<file path="config.mk">
export PLATFORM = sky130hd
export DESIGN_NAME = lsu_ctrl
export DESIGN_NICKNAME = d
export VERILOG_FILES = /design/src/rtl/lsu_ctrl.sv
export SDC_FILE = /design/constraint.sdc
export NUM_CORES = 1
export LEC_CHECK = 0
export CORE_MARGIN = 2
export CORE_UTILIZATION = 39
export DETAILED_ROUTE_END_ITERATION = 16
export PLACE_DENSITY = 0.77
export REMOVE_ABC_BUFFERS = 1
export SYNTH_ARGS = -nofsm -noshare
export SYNTH_HDL_FRONTEND = slang
export SYNTH_SLANG_ARGS = --single-unit
</file>
<file path="constraint.sdc">
create_clock -name clk -period 1.9 [get_ports clk]
set_clock_uncertainty 0.1 [all_clocks]
set_input_delay 0.19 -clock clk [delete_from_list [all_inputs] [get_ports clk]]
set_output_delay 0.19 -clock clk [all_outputs]
set_load 0.005 [all_outputs]
</file>
<file path="src/rtl/lsu_ctrl.sv">
// Load/store sequencer: validates an access, drives one bus request until ack
// or timeout, and returns a single-cycle response with the extracted load data.
module lsu_ctrl #(
    parameter int TIMEOUT = 255
) (
    input  logic        clk,
    input  logic        rst_n,
    input  logic        req_valid,
    output logic        req_ready,
    input  logic        req_we,
    input  logic [2:0]  req_type,
    input  logic [31:0] req_addr,
    input  logic [31:0] req_wdata,
    input  logic [4:0]  req_rd,
    output logic        mem_req,
    output logic        mem_we,
    output logic [31:0] mem_addr,
    output logic [3:0]  mem_be,
    output logic [31:0] mem_wdata,
    input  logic        mem_ack,
    output logic [2:0]  sel_type,
    output logic [1:0]  sel_addr_old,
    input  logic [31:0] rd_mem,
    output logic        resp_valid,
    output logic [1:0]  resp_err,
    output logic [31:0] resp_data,
    output logic [4:0]  resp_rd,
    output logic        stall
);

    typedef enum logic [1:0] {IDLE, BUS, RESP} state_t;

    localparam logic [7:0] TO_L = 8'(TIMEOUT);

    state_t      state;
    logic [7:0]  tcnt;
    logic        we_q;
    logic [4:0]  rd_q;
    logic [1:0]  acc_err;

    // Illegal type outranks misalignment; 00 means the access goes to the bus.
    function automatic logic [1:0] access_err(input logic we, input logic [2:0] typ,
                                              input logic [1:0] off);
        logic [1:0] e;
        e = 2'b00;
        if (typ > 3'd4 || (we && typ > 3'd2))
            e = 2'b11;
        else if (((typ == 3'd1 || typ == 3'd4) && off[0]) || (typ == 3'd2 && off != 2'b00))
            e = 2'b01;
        return e;
    endfunction

    function automatic logic [3:0] byte_en(input logic we, input logic [2:0] typ,
                                           input logic [1:0] off);
        logic [3:0] be;
        be = 4'b1111;
        if (we) begin
            case (typ)
                3'd0:    be = 4'b0001 << off;
                3'd1:    be = off[1] ? 4'b1100 : 4'b0011;
                default: be = 4'b1111;
            endcase
        end
        return be;
    endfunction

    function automatic logic [31:0] lane_data(input logic we, input logic [2:0] typ,
                                              input logic [31:0] wd);
        logic [31:0] d;
        d = 32'd0;
        if (we) begin
            case (typ)
                3'd0:    d = {4{wd[7:0]}};
                3'd1:    d = {2{wd[15:0]}};
                default: d = wd;
            endcase
        end
        return d;
    endfunction

    assign acc_err   = access_err(req_we, req_type, req_addr[1:0]);
    assign req_ready = (state == IDLE);
    assign stall     = (state != IDLE);

    always_ff @(posedge clk or negedge rst_n) begin
        if (!rst_n) begin
            state        <= IDLE;
            tcnt         <= 8'd0;
            we_q         <= 1'b0;
            rd_q         <= 5'd0;
            mem_req      <= 1'b0;
            mem_we       <= 1'b0;
            mem_addr     <= 32'd0;
            mem_be       <= 4'd0;
            mem_wdata    <= 32'd0;
            sel_type     <= 3'd0;
            sel_addr_old <= 2'd0;
            resp_valid   <= 1'b0;
            resp_err     <= 2'd0;
            resp_data    <= 32'd0;
            resp_rd      <= 5'd0;
        end else begin
            case (state)
                IDLE: begin
                    resp_valid <= 1'b0;
                    if (req_valid) begin
                        we_q         <= req_we;
                        rd_q         <= req_rd;
                        sel_type     <= req_type;
                        sel_addr_old <= req_addr[1:0];
                        if (acc_err != 2'b00) begin
                            state      <= RESP;
                            resp_valid <= 1'b1;
                            resp_err   <= acc_err;
                            resp_data  <= 32'd0;
                            resp_rd    <= req_rd;
                        end else begin
                            state     <= BUS;
                            tcnt      <= 8'd0;
                            mem_req   <= 1'b1;
                            mem_we    <= req_we;
                            mem_addr  <= {req_addr[31:2], 2'b00};
                            mem_be    <= byte_en(req_we, req_type, req_addr[1:0]);
                            mem_wdata <= lane_data(req_we, req_type, req_wdata);
                        end
                    end
                end
                BUS: begin
                    // An ack on the final counted cycle still wins over the timeout.
                    if (mem_ack || tcnt == TO_L) begin
                        state      <= RESP;
                        mem_req    <= 1'b0;
                        mem_we     <= 1'b0;
                        resp_valid <= 1'b1;
                        resp_err   <= mem_ack ? 2'b00 : 2'b10;
                        resp_data  <= (mem_ack && !we_q) ? rd_mem : 32'd0;
                        resp_rd    <= rd_q;
                    end else begin
                        tcnt <= tcnt + 8'd1;
                    end
                end
                default: begin
                    resp_valid <= 1'b0;
                    state      <= IDLE;
                end
            endcase
        end
    end

endmodule

</file>
# == Yosys cells after proc, flatten, opt, wreduce, memory -nomap -nowiden ==
# Index checks and enable logic that the tools add are counted.
# totals
ff_bits,129
out_inout_bits,117
# classes
n_eq_ne,10
n_addsub,1
bitwise_logic,1
n_reduce_logical,21
shifts,1
mux,40
order_cmp,2
# ops
op,n
$mux 32,5
$pmux 32 s2,2
$mux 8,3
$mux 2,8
$pmux 8 s2,1
$mux 5,3
$reduce_and 4->1,3
$pmux 5 s2,1
$mux 1,9
$add 8x1->8 const B,1
$eq 8x8->1 const B,1
$mux 4,2
$ne 2x2->1 const B,4
$pmux 2 s2,2
$pmux 4 s2,1
$reduce_bool 2->1,4
$pmux 1 s2,3
$logic_and 1x1->1,4
$logic_or 1x1->1,4
$reduce_and 2->1,2
$shl 1x2->4 const A,1
$eq 3x1->1 const B,1
$eq 3x2->1 const B,1
$eq 3x3->1 const B,1
9 further kinds,9

# == Depth between registers and ports, before layout ==
# Gate-level depths: netlist (run 1).
# logic_depth
ltp_word,10
depth_mapped,9
depth_no_buf,6

# == Worst setup path before layout (run 1) ==
# No wires, ideal clock.
# synth_path
path_kind,flip-flop to flip-flop
startpoint,register tcnt[0]
endpoint,register resp_err[1]
path_stages_with_launch,8
synth_period_minus_slack_ns,1.882
t_arrival_ns,1.657
setup_time_ns,0.125
path_buffers,1
slack_ns,0.018
cell_sequence,dfrtp_1 > ha_1 > nand4_1 > nor2_1 > o21ai_1 > a22o_1 > buf_6 > mux2_4
# synth_between
elab_chain_cells,4
# synth_rtl
item,line,rtl
start: declaration,36,logic [7:0] tcnt;
start signal: assignment,139,tcnt <= tcnt + 8'd1;
$eq 8x8->1,130,if (mem_ack || tcnt == TO_L) begin
$logic_or 1x1->1,130,
$ne 2x2->1 (no source line),n/a,
$reduce_and 4->1 (no source line),n/a,
end signal: assignment,114,resp_err <= acc_err;
end signal: assignment,135,resp_err <= mem_ack ? 2'b00 : 2'b10;
end: declaration,25,"output logic [1:0] resp_err,"
# Every way passes these cells.
# A chain may end at the register's enable or synchronous reset.

# == Final worst setup path (run 1) ==
# layout_path
startpoint,register tcnt[0]
endpoint,register resp_rd[3]
# layout_between
elab_chain_cells,4
# layout_rtl
item,line,rtl
$eq 8x8->1,130,
$logic_or 1x1->1,130,
$ne 2x2->1 (no source line),n/a,
$reduce_and 4->1 (no source line),n/a,
end signal: assignment,116,resp_rd <= req_rd;
end signal: assignment,137,resp_rd <= rd_q;
end: declaration,27,"output logic [4:0] resp_rd,"
# Every way passes these cells.

==> results of run 1 <==
## what timing repair did
action	4_1_cts	5_1_grt
hold endpoints to repair	31	0
pin swaps	1	5
setup endpoints to repair	7	32
gates cloned	1	2
hold buffers	1	0
buffers inserted	1	2
resized for setup	2	10
## flip-flops by register name, indices dropped and copies added (netlist names)
register      cells
mem_wdata        32
sel_type          3
resp_data        32
mem_we            1
resp_err          2
mem_be            4
state             2
mem_addr         30
mem_req           1
we_q              1
resp_rd           5
tcnt              8
sel_addr_old      2
rd_q              5
resp_valid        1
## power breakdown
part           internal [mW]  leakage, nW  total, mW  switching (mW)
registers               3.96         1.65       4.68           0.720
logic                   3.34         2.05       5.12            1.78
clock network           1.95        0.273       3.10            1.15
total                   9.25         3.97       12.9            3.65
## logic make-up after synthesis
group                    Yosys count
AO/OA/AOI/OAI                    108
adder cells (fa/ha/maj)            1
buffers and inverters             38
flip-flops                       129
multiplexers                      50
other                              1
AND/OR/NAND/NOR                  145
## cell usage in the layout, fill, tap and decap left out, types with 4 or more instances in the layout
cell               n
clkinv_2           4
clkdlybuf4s50_1  220
mux2_4             6
o211ai_1           4
o31ai_1           18
buf_4             31
inv_1              5
a22o_1            41
clkbuf_16         19
buf_12             6
nand2_1          101
mux2i_1            8
a21oi_1            6
mux2_2            36
nand3_1            4
nor2_1            22
dfrtp_1          129
o21ai_0           25
## layout make-up
| cell class | instances | area, um2 | area share, % |
|---|---|---|---|
| clock buffer | 21 | 450 | 5.13 |
| clock inverter | 10 | 113 | 1.28 |
| inverter | 5 | 18.8 | 0.214 |
| multi-input combinational | 306 | 2020 | 23.0 |
| sequential | 129 | 3230 | 36.8 |
| tap | 180 | 225 | 2.57 |
| timing repair buffer | 266 | 2720 | 31.0 |
## worst paths after layout
path                                startpoint                         to  slack (ns)  depth (start not counted)
hold reg to reg            rd_q[4]$_DFFE_PN0P_        rd_q[4]$_DFFE_PN0P_        0.38                          2
setup reg to reg           tcnt[0]$_DFFE_PN0P_     resp_rd[3]$_DFFE_PN0P_        0.02                          7
setup / recovery           tcnt[0]$_DFFE_PN0P_     resp_rd[3]$_DFFE_PN0P_        0.02                          7
hold / removal                           rst_n  mem_wdata[30]$_DFFE_PN0P_        0.18                          2
max in group asynchronous                rst_n   mem_addr[19]$_DFFE_PN0P_        0.88                          3
min in group clk                   req_type[0]    sel_type[0]$_DFFE_PN0P_        0.21                          4
## critical path: cells and delay by family (launching register included)
kind / cells / cell delay, ns
flops: 1 / 0.35
mux: 1 / 0.30
buf+inv: 1 / 0.16
fa+ha+maj: 1 / 0.18
simple gates: 2 / 0.31
compound gates: 2 / 0.37
## metal layers
metal	track usage (%)	wire length (um)	up-vias
met4	8.19	315	0
li1	-	-	2155
met1	27.4	6350	2251
met2	36.2	7720	229
met5	0	0	-
met3	6.51	1470	23
==> results.yml, run 1 <==
logic_synthesis:
  ys_ff_latch: 129
  syn_avg_cell_area_um2: 11.5
  synth_top_family_by_area: "compound AO/OA/AOI/OAI gates"
  synth-simple-area-share_pct: 11.0
  yosysTopAreaCellShare_pct: 59.7
  yosysMostFrequentCell: "dfrtp_1"
  ys_warn_count: 0
  synthMuxAreaShare_pct: 10.6
  synth_area_leaders: "dfrtp_1 60%, mux2_2 7.5%, nand2_1 7.0%"
  ys_types: 38
  synth_xor_area_share_pct: 0
  ys.flop_type: "dfrtp_1"
  synth-compound-area-share_pct: 14.6
  synth_commonest_cells: "129 x dfrtp_1, 101 x nand2_1, 42 x a22o_1"
  seq_area_frac_synth_pct: 59.7
  syn_inst: 472
  synth_edf_count: 0
  synthAdderAreaFrac_pct: 0.231
  synth_area_leader_cell: "dfrtp_1"
  synth_area_um2: 5410
  async_flop_share_pct: 100
routing:
  dr.pass1.iters: 4
  ant_nets: 0
  via_count: 4658
  first_iter_violations: 358
  avgRoutedWirePerCell_um: 17.3
  drcViolationCount: 0
  wl_um: 15900
  avgViaCountPerCell: 5.08
setup_path:
  cp_slowest_stage_delay_ns: 0.35
  cp_slowest_cell: "dfrtp_1"
  arrival_ns: 2.07
  endpoint_kind: "flip-flop"
  crit_chain: "ha_2 -> nand4_1 -> nor2_2 -> o21ai_2 -> a22o_4 -> buf_6 -> mux2_4"
  required_ns: 2.08
  cp-start-kind: "flip-flop"
  crit_fanout: 7
  crit_type: "flip-flop to flip-flop"
finish:
  final.fill_count: 1108
  fin_area_um2: 8770
  post-route-util_pct: 63.9
  drive_gt1_share_pct: 17.2
  diodes: 0
  syn_to_final_growth_pct: 62.1
  layout.cells.non_filler: 917
  nNetsFinal: 835
sta:
  rsz0062_at_grt: "true"
  setup_ws_ns: 0.0164
  hold_viol: 0
  min_period_ns: 1.88
  timing.final.crit_share_pct: 99.1
  drv_slew: 0
  finalSetupViolCount: 0
  tns_ns: 0
  fmax_ghz: 0.531
  worst_hold_slack_ns: 0.178
die:
  core_um2: 13700
  die_h_um: 122
  dieArea_um2: 14800
  die_x_um: 122
  initial_core_util_pct: 39.4
  rows: 43
  ios: 226
cts:
  cts_made_buffers: 17
  clkSlewWorstSetupHoldPaths_ns: 0.06
  htreeDepth: 4
  cts-root-buf: "clkbuf_16"
  cts_tree: "yes"
  cts_sinks: 129
  clk_path_buf_depth: 2
  insertion_delay_ns: 0.40
global_routing:
  antenna_found_initial: 0
  grt_pass1_wl_um: 25000
  grt_pass1_vias: 4867
  grt_overflow: 0
  grt_max_degree: 57
  grt_use_total_pct: 22.0
place:
  place_area_um2: 8060
  place.gp.congestion: 0.873
  hpwl_um: 11400
  pre_cts_ws_ns: -0.317
  io_buffers: 223
  place_inst: 879
pwr:
  powerDensity_nw_per_um2: 1470
  leakage_nw: 3.97
  vdd_drop_max_mv: 0.690
  power.total_mw: 12.9
min_path:
  hp-class: "input port to asynchronous set/reset pin"
status:
  outcome: "complete, no violations"
flow_run:
  maxCapViolCount: 0
Power figures use the tool's default switching activity.
==> run 2, diff against run 1 <==
- ABC_CLOCK_PERIOD_IN_PS: not set -> 1900
- CORE_ASPECT_RATIO: not set -> 0.7
==> run 2 against run 1 <==
Compared with the run above:
- die area hardly changed
- the flow now finishes with violations (setup timing)
- sequential power hardly changed
- fmax is 2.1% lower
- hold slack worse by 0.0044 ns
- wire length is 2.3% higher
==> results.yml, run 2 (synthesized netlist as in run 1, its figures left out) <==
pwr:
  leakage_nw: 4.04
  power.total_mw: 13.5
  powerDensity_nw_per_um2: 1510
  vdd_drop_max_mv: 0.859
cts:
  htreeDepth: 4
  cts_made_buffers: 17
  cts-root-buf: "clkbuf_16"
  cts_tree: "yes"
  insertion_delay_ns: 0.40
  clkSlewWorstSetupHoldPaths_ns: 0.06
  cts_sinks: 129
  clk_path_buf_depth: 2
routing:
  ant_nets: 0
  drcViolationCount: 0
  via_count: 4674
  first_iter_violations: 264
  wl_um: 16200
  dr.pass1.iters: 4
  avgViaCountPerCell: 5.03
  avgRoutedWirePerCell_um: 17.4
setup_path:
  endpoint_kind: "flip-flop"
  crit_fanout: 10
  arrival_ns: 2.11
  required_ns: 2.08
  crit_chain: "ha_2 -> nand4_1 -> nor2_2 -> o21ai_2 -> a22o_4 -> buf_12 -> mux2_4"
  cp_slowest_cell: "dfrtp_1"
  cp-startpoint: "tcnt[1]$_DFFE_PN0P_"
  cp_slowest_stage_delay_ns: 0.35
  crit_type: "flip-flop to flip-flop"
  r2r_start: "tcnt[1]$_DFFE_PN0P_"
  cp-start-kind: "flip-flop"
finish:
  post-route-util_pct: 66.8
  reg_top3: "mem_wdata x32, resp_data x32, mem_addr x30"
  seq_area_um2: 3230
  final.fill_count: 999
  syn_to_final_growth_pct: 65.0
  drive_gt1_share_pct: 18.9
  mostFrequentLayoutCells: "220 x clkdlybuf4s50_1, 129 x dfrtp_1, 101 x nand2_1, 41 x a22o_1, 38 x buf_4"
  nNetsFinal: 843
  diodes: 0
  final_common_cell: "clkdlybuf4s50_1"
  multiInputGateArea_um2: 2040
place:
  place.gp.congestion: 0.810
  io_buffers: 223
  hpwl_um: 11300
global_routing:
  grt_overflow: 0
  grt_pass1_vias: 4777
  grt_pass1_wl_um: 24700
  antenna_found_initial: 0
  grt_max_degree: 48
  grt_use_total_pct: 21.8
sta:
  rsz0062_at_grt: "true"
  drv_slew: 0
  min_period_ns: 1.92
  finalSetupViolCount: 8
  setup_ws_ns: -0.0245
  timing.final.crit_share_pct: 101
  fmax_ghz: 0.520
  hold_viol: 0
die:
  dieArea_um2: 14800
  core_um2: 13400
  die_h_um: 103
  rows: 35
  ios: 226
  die_x_um: 145
  initial_core_util_pct: 40.5
min_path:
  hp-class: "input port to asynchronous set/reset pin"
flow_run:
  maxCapViolCount: 0
status:
  outcome: "finished, violations left"
  failed_checks: "setup timing"
## run 2: changes by cell type in the layout (fill, tap and decap cells not counted), moves of 2 or more
| cell | delta |
|---|---|
| bufinv_16 | +3 |
| o21ai_1 | +4 |
| buf_6 | +2 |
| clkinv_2 | -4 |
| o21ai_2 | +3 |
| o21ai_0 | -7 |
| buf_4 | +7 |
| clkbuf_1 | -2 |
## run 2: worst paths after layout
check                      slack [ns]  cells past startpoint                        to
min in group clk                 0.25                      3       rd_q[2]$_DFFE_PN0P_
setup reg to reg                -0.02                      7    resp_rd[4]$_DFFE_PN0P_
setup / recovery                -0.02                      7    resp_rd[4]$_DFFE_PN0P_
hold / removal                   0.17                      2       mem_req$_DFFE_PN0P_
max in group asynchronous        0.95                      3  mem_addr[15]$_DFFE_PN0P_
hold reg to reg                  0.38                      2     mem_be[3]$_DFFE_PN0P_
## run 2: power by group
part | total [mW] | switching, mW | internal, mW
Combinational | 5.21 | 1.83 | 3.38
Clock | 3.59 | 1.22 | 2.37
Sequential | 4.67 | 0.710 | 3.96
Total | 13.5 | 3.77 | 9.70
## run 2: timing repair
action | in CTS | in global routing
cloned | 1 | 1
hold buffers | 1 | 0
buffers inserted | 4 | 3
pin swaps | 8 | 15
endpoints found under the setup margin | 7 | 47
resized for setup | 5 | 19
endpoints found under the hold margin | 129 | 0
## run 2: through the flow
| step | cell area [um2] | hold slack [ns] | setup WS [ns] | setup TNS [ns] | instances |
|---|---|---|---|---|---|
| finish | 8930 | 0.174 | -0.0245 | -0.0779 | 930 |
| global route | 8930 | 0.229 | -0.112 | -2.25 | 930 |
| CTS | 8820 | 0.179 | -0.0734 | -0.395 | 926 |
| detailed placement | 8100 | 0.0350 | -0.314 | -26.33 | 889 |
| global placement | 8100 | 0.0289 | -0.234 | -19.55 | 889 |
| floorplan | 5230 | -0.206 | -1.10 | -107.73 | 440 |
## run 2: critical path, delay by kind of cell (launching register included)
kind / cells / cell delay (ns)
AO/OA/AOI/OAI: 2 / 0.37
adder cells (fa/ha/maj): 1 / 0.18
buffers and inverters: 1 / 0.16
flip-flops: 1 / 0.35
multiplexers: 1 / 0.30
AND/OR/NAND/NOR: 2 / 0.33
## run 2: final cells by class
cell class / count / share of cell area (%)
clock buffer: 19 / 4.96
clock inverter: 12 / 2.33
inverter: 5 / 0.210
multi-input combinational: 306 / 22.8
sequential: 129 / 36.2
tap: 185 / 2.59
timing repair buffer: 274 / 30.9
## run 2: metal layers
metal  part of all wire (%)  track usage (%)  vias up
met5                      0                0        -
li1                       -                -     2173
met4                    1.3             6.35        0
met1                     42             27.9     2311
met2                     48             34.9      173
met3                    8.0             8.31       17
==> run 3, diff against run 2 <==
- REMOVE_ABC_BUFFERS: 1 -> not set
==> run 3 against run 2 <==
Compared with the run above:
- the flow now finishes without violations
- count of clock-buffer cells in the layout did not move
- fmax rose by 2.9%
- register-to-register slack improved by 0.05 ns
- cell count rose by 0.11%
- total power fell by 3.5%
- clock power fell by 8.6%
- setup slack improved by 0.053 ns
- via count fell by 0.32%
- critical path type unchanged
- core utilization fell by 0.64 points
- highest routed layer unchanged
- global-route usage fell by 0.84 points
- sequential share of layout area rose by 0.35 points
==> results.yml, run 3 (synthesized netlist as in run 1, its figures left out) <==
finish:
  mostFrequentLayoutCells: "219 x clkdlybuf4s50_1, 129 x dfrtp_1, 100 x nand2_1, 41 x a22o_1, 40 x buf_4"
  final_common_cell: "clkdlybuf4s50_1"
  fin_area_um2: 8840
  nNetsFinal: 843
  reg_top3: "mem_wdata x32, resp_data x32, mem_addr x30"
  post-route-util_pct: 66.2
  diodes: 0
  drive_gt1_share_pct: 18.5
  syn_to_final_growth_pct: 63.4
cts:
  cts_sinks: 129
  clk_path_buf_depth: 2
  clkSlewWorstSetupHoldPaths_ns: 0.06
  cts_tree: "yes"
  cts_made_buffers: 17
  htreeDepth: 4
  insertion_delay_ns: 0.40
  cts-root-buf: "clkbuf_16"
sta:
  hold_viol: 0
  finalSetupViolCount: 0
  min_period_ns: 1.87
  rsz0062_at_grt: "true"
  fmax_ghz: 0.534
  drv_slew: 0
  timing.final.crit_share_pct: 98.5
place:
  place.gp.congestion: 0.809
  io_buffers: 223
  hpwl_um: 11300
  place_area_um2: 8120
die:
  die_x_um: 145
  dieArea_um2: 14800
  ios: 226
  core_um2: 13400
  initial_core_util_pct: 40.5
  rows: 35
  die_h_um: 103
setup_path:
  cp-startpoint: "tcnt[1]$_DFFE_PN0P_"
  cp_slowest_cell: "dfrtp_1"
  crit_chain: "ha_2 -> nand4_1 -> nor2_2 -> o21ai_2 -> a22o_4 -> buf_12 -> mux2_4"
  crit_fanout: 12
  endpoint_kind: "flip-flop"
  cp-start-kind: "flip-flop"
  cp_slowest_stage_delay_ns: 0.35
  path_buf_inv: 1
  required_ns: 2.09
  worst_path_dominant_cell_family: "compound AO/OA/AOI/OAI gates"
  regToRegSetupSlack_ns: 0.03
  arrival_ns: 2.06
  crit_type: "flip-flop to flip-flop"
  r2r_start: "tcnt[1]$_DFFE_PN0P_"
pwr:
  power.total_mw: 13.0
  leakage_nw: 4.02
  vdd_drop_max_mv: 0.742
  powerDensity_nw_per_um2: 1470
routing:
  wl_um: 15200
  ant_nets: 0
  via_count: 4659
  avgViaCountPerCell: 5.00
  first_iter_violations: 214
  avgRoutedWirePerCell_um: 16.3
  drcViolationCount: 0
  dr.pass1.iters: 4
min_path:
  hp-class: "input port to flip-flop"
  hold_start: "req_type[0]"
global_routing:
  grt_overflow: 0
  antenna_found_initial: 0
  grt_pass1_vias: 4870
  grt_pass1_wl_um: 23900
  grt_use_total_pct: 20.9
  grt_max_degree: 54
flow_run:
  maxCapViolCount: 0
status:
  outcome: "complete, no violations"
-- run 3: tightest hold or removal path, stage by stage --
cell and delay [ns]:
dlymetal6s2s_1 0.19, buf_4 0.17, nand2_1 0.05, nand2_1 0.04
-- run 3: final cells by class --
cell class / instances / area, um2
Fill cell: 998 / 4510
Inverter: 5 / 18.8
Timing Repair Buffer: 274 / 2740
Clock buffer: 19 / 443
Clock inverter: 13 / 160
Tap cell: 185 / 231
Multi-Input combinational cell: 306 / 2020
Sequential cell: 129 / 3230
-- run 3: repair_timing --
action | in CTS | in global routing
endpoints found under the hold margin | 50 | 0
setup buffers | 1 | 4
pin swaps | 3 | 2
gates resized for setup | 4 | 9
hold buffers | 1 | 0
cloned | 1 | 0
setup endpoints to repair | 6 | 46
-- run 3: power by group --
group | internal [mW] | total [mW] | switching, mW
combinational | 3.31 | 5.06 | 1.76
sequential | 3.96 | 4.65 | 0.693
clock | 2.10 | 3.28 | 1.18
total | 9.36 | 13.0 | 3.63
-- run 3: final timing paths --
| path | end | cells past startpoint |
|---|---|---|
| min in group asynchronous | mem_wdata[20]$_DFFE_PN0P_ | 2 |
| min | sel_type[0]$_DFFE_PN0P_ | 4 |
| max in group asynchronous | mem_addr[28]$_DFFE_PN0P_ | 3 |
| max reg2reg | resp_rd[4]$_DFFE_PN0P_ | 7 |
| min reg2reg | sel_type[1]$_DFFE_PN0P_ | 2 |
| max | resp_rd[4]$_DFFE_PN0P_ | 7 |
-- run 3: layer usage --
layer | share of wire (%) | GRT usage [%] | wire (um) | vias to the layer above
li1 | - | - | - | 2176
met1 | 44 | 27.3 | 6700 | 2294
met2 | 48 | 34.1 | 7370 | 169
met3 | 6.0 | 5.06 | 913 | 20
met4 | 1.4 | 8.44 | 214 | 0
met5 | 0 | 0 | 0 | -
-- run 3: through the flow --
step	TNS, ns	setup slack, ns	std cells	hold slack [ns]
after floorplan	0	0.0176	473	-0.206
after global placement	-22.14	-0.262	892	0.0734
after detailed placement	-31.24	-0.360	892	0.0747
after CTS	0	0.00350	927	0.203
after global routing	-0.148	-0.0320	931	0.183
final	0	0.0289	931	0.169
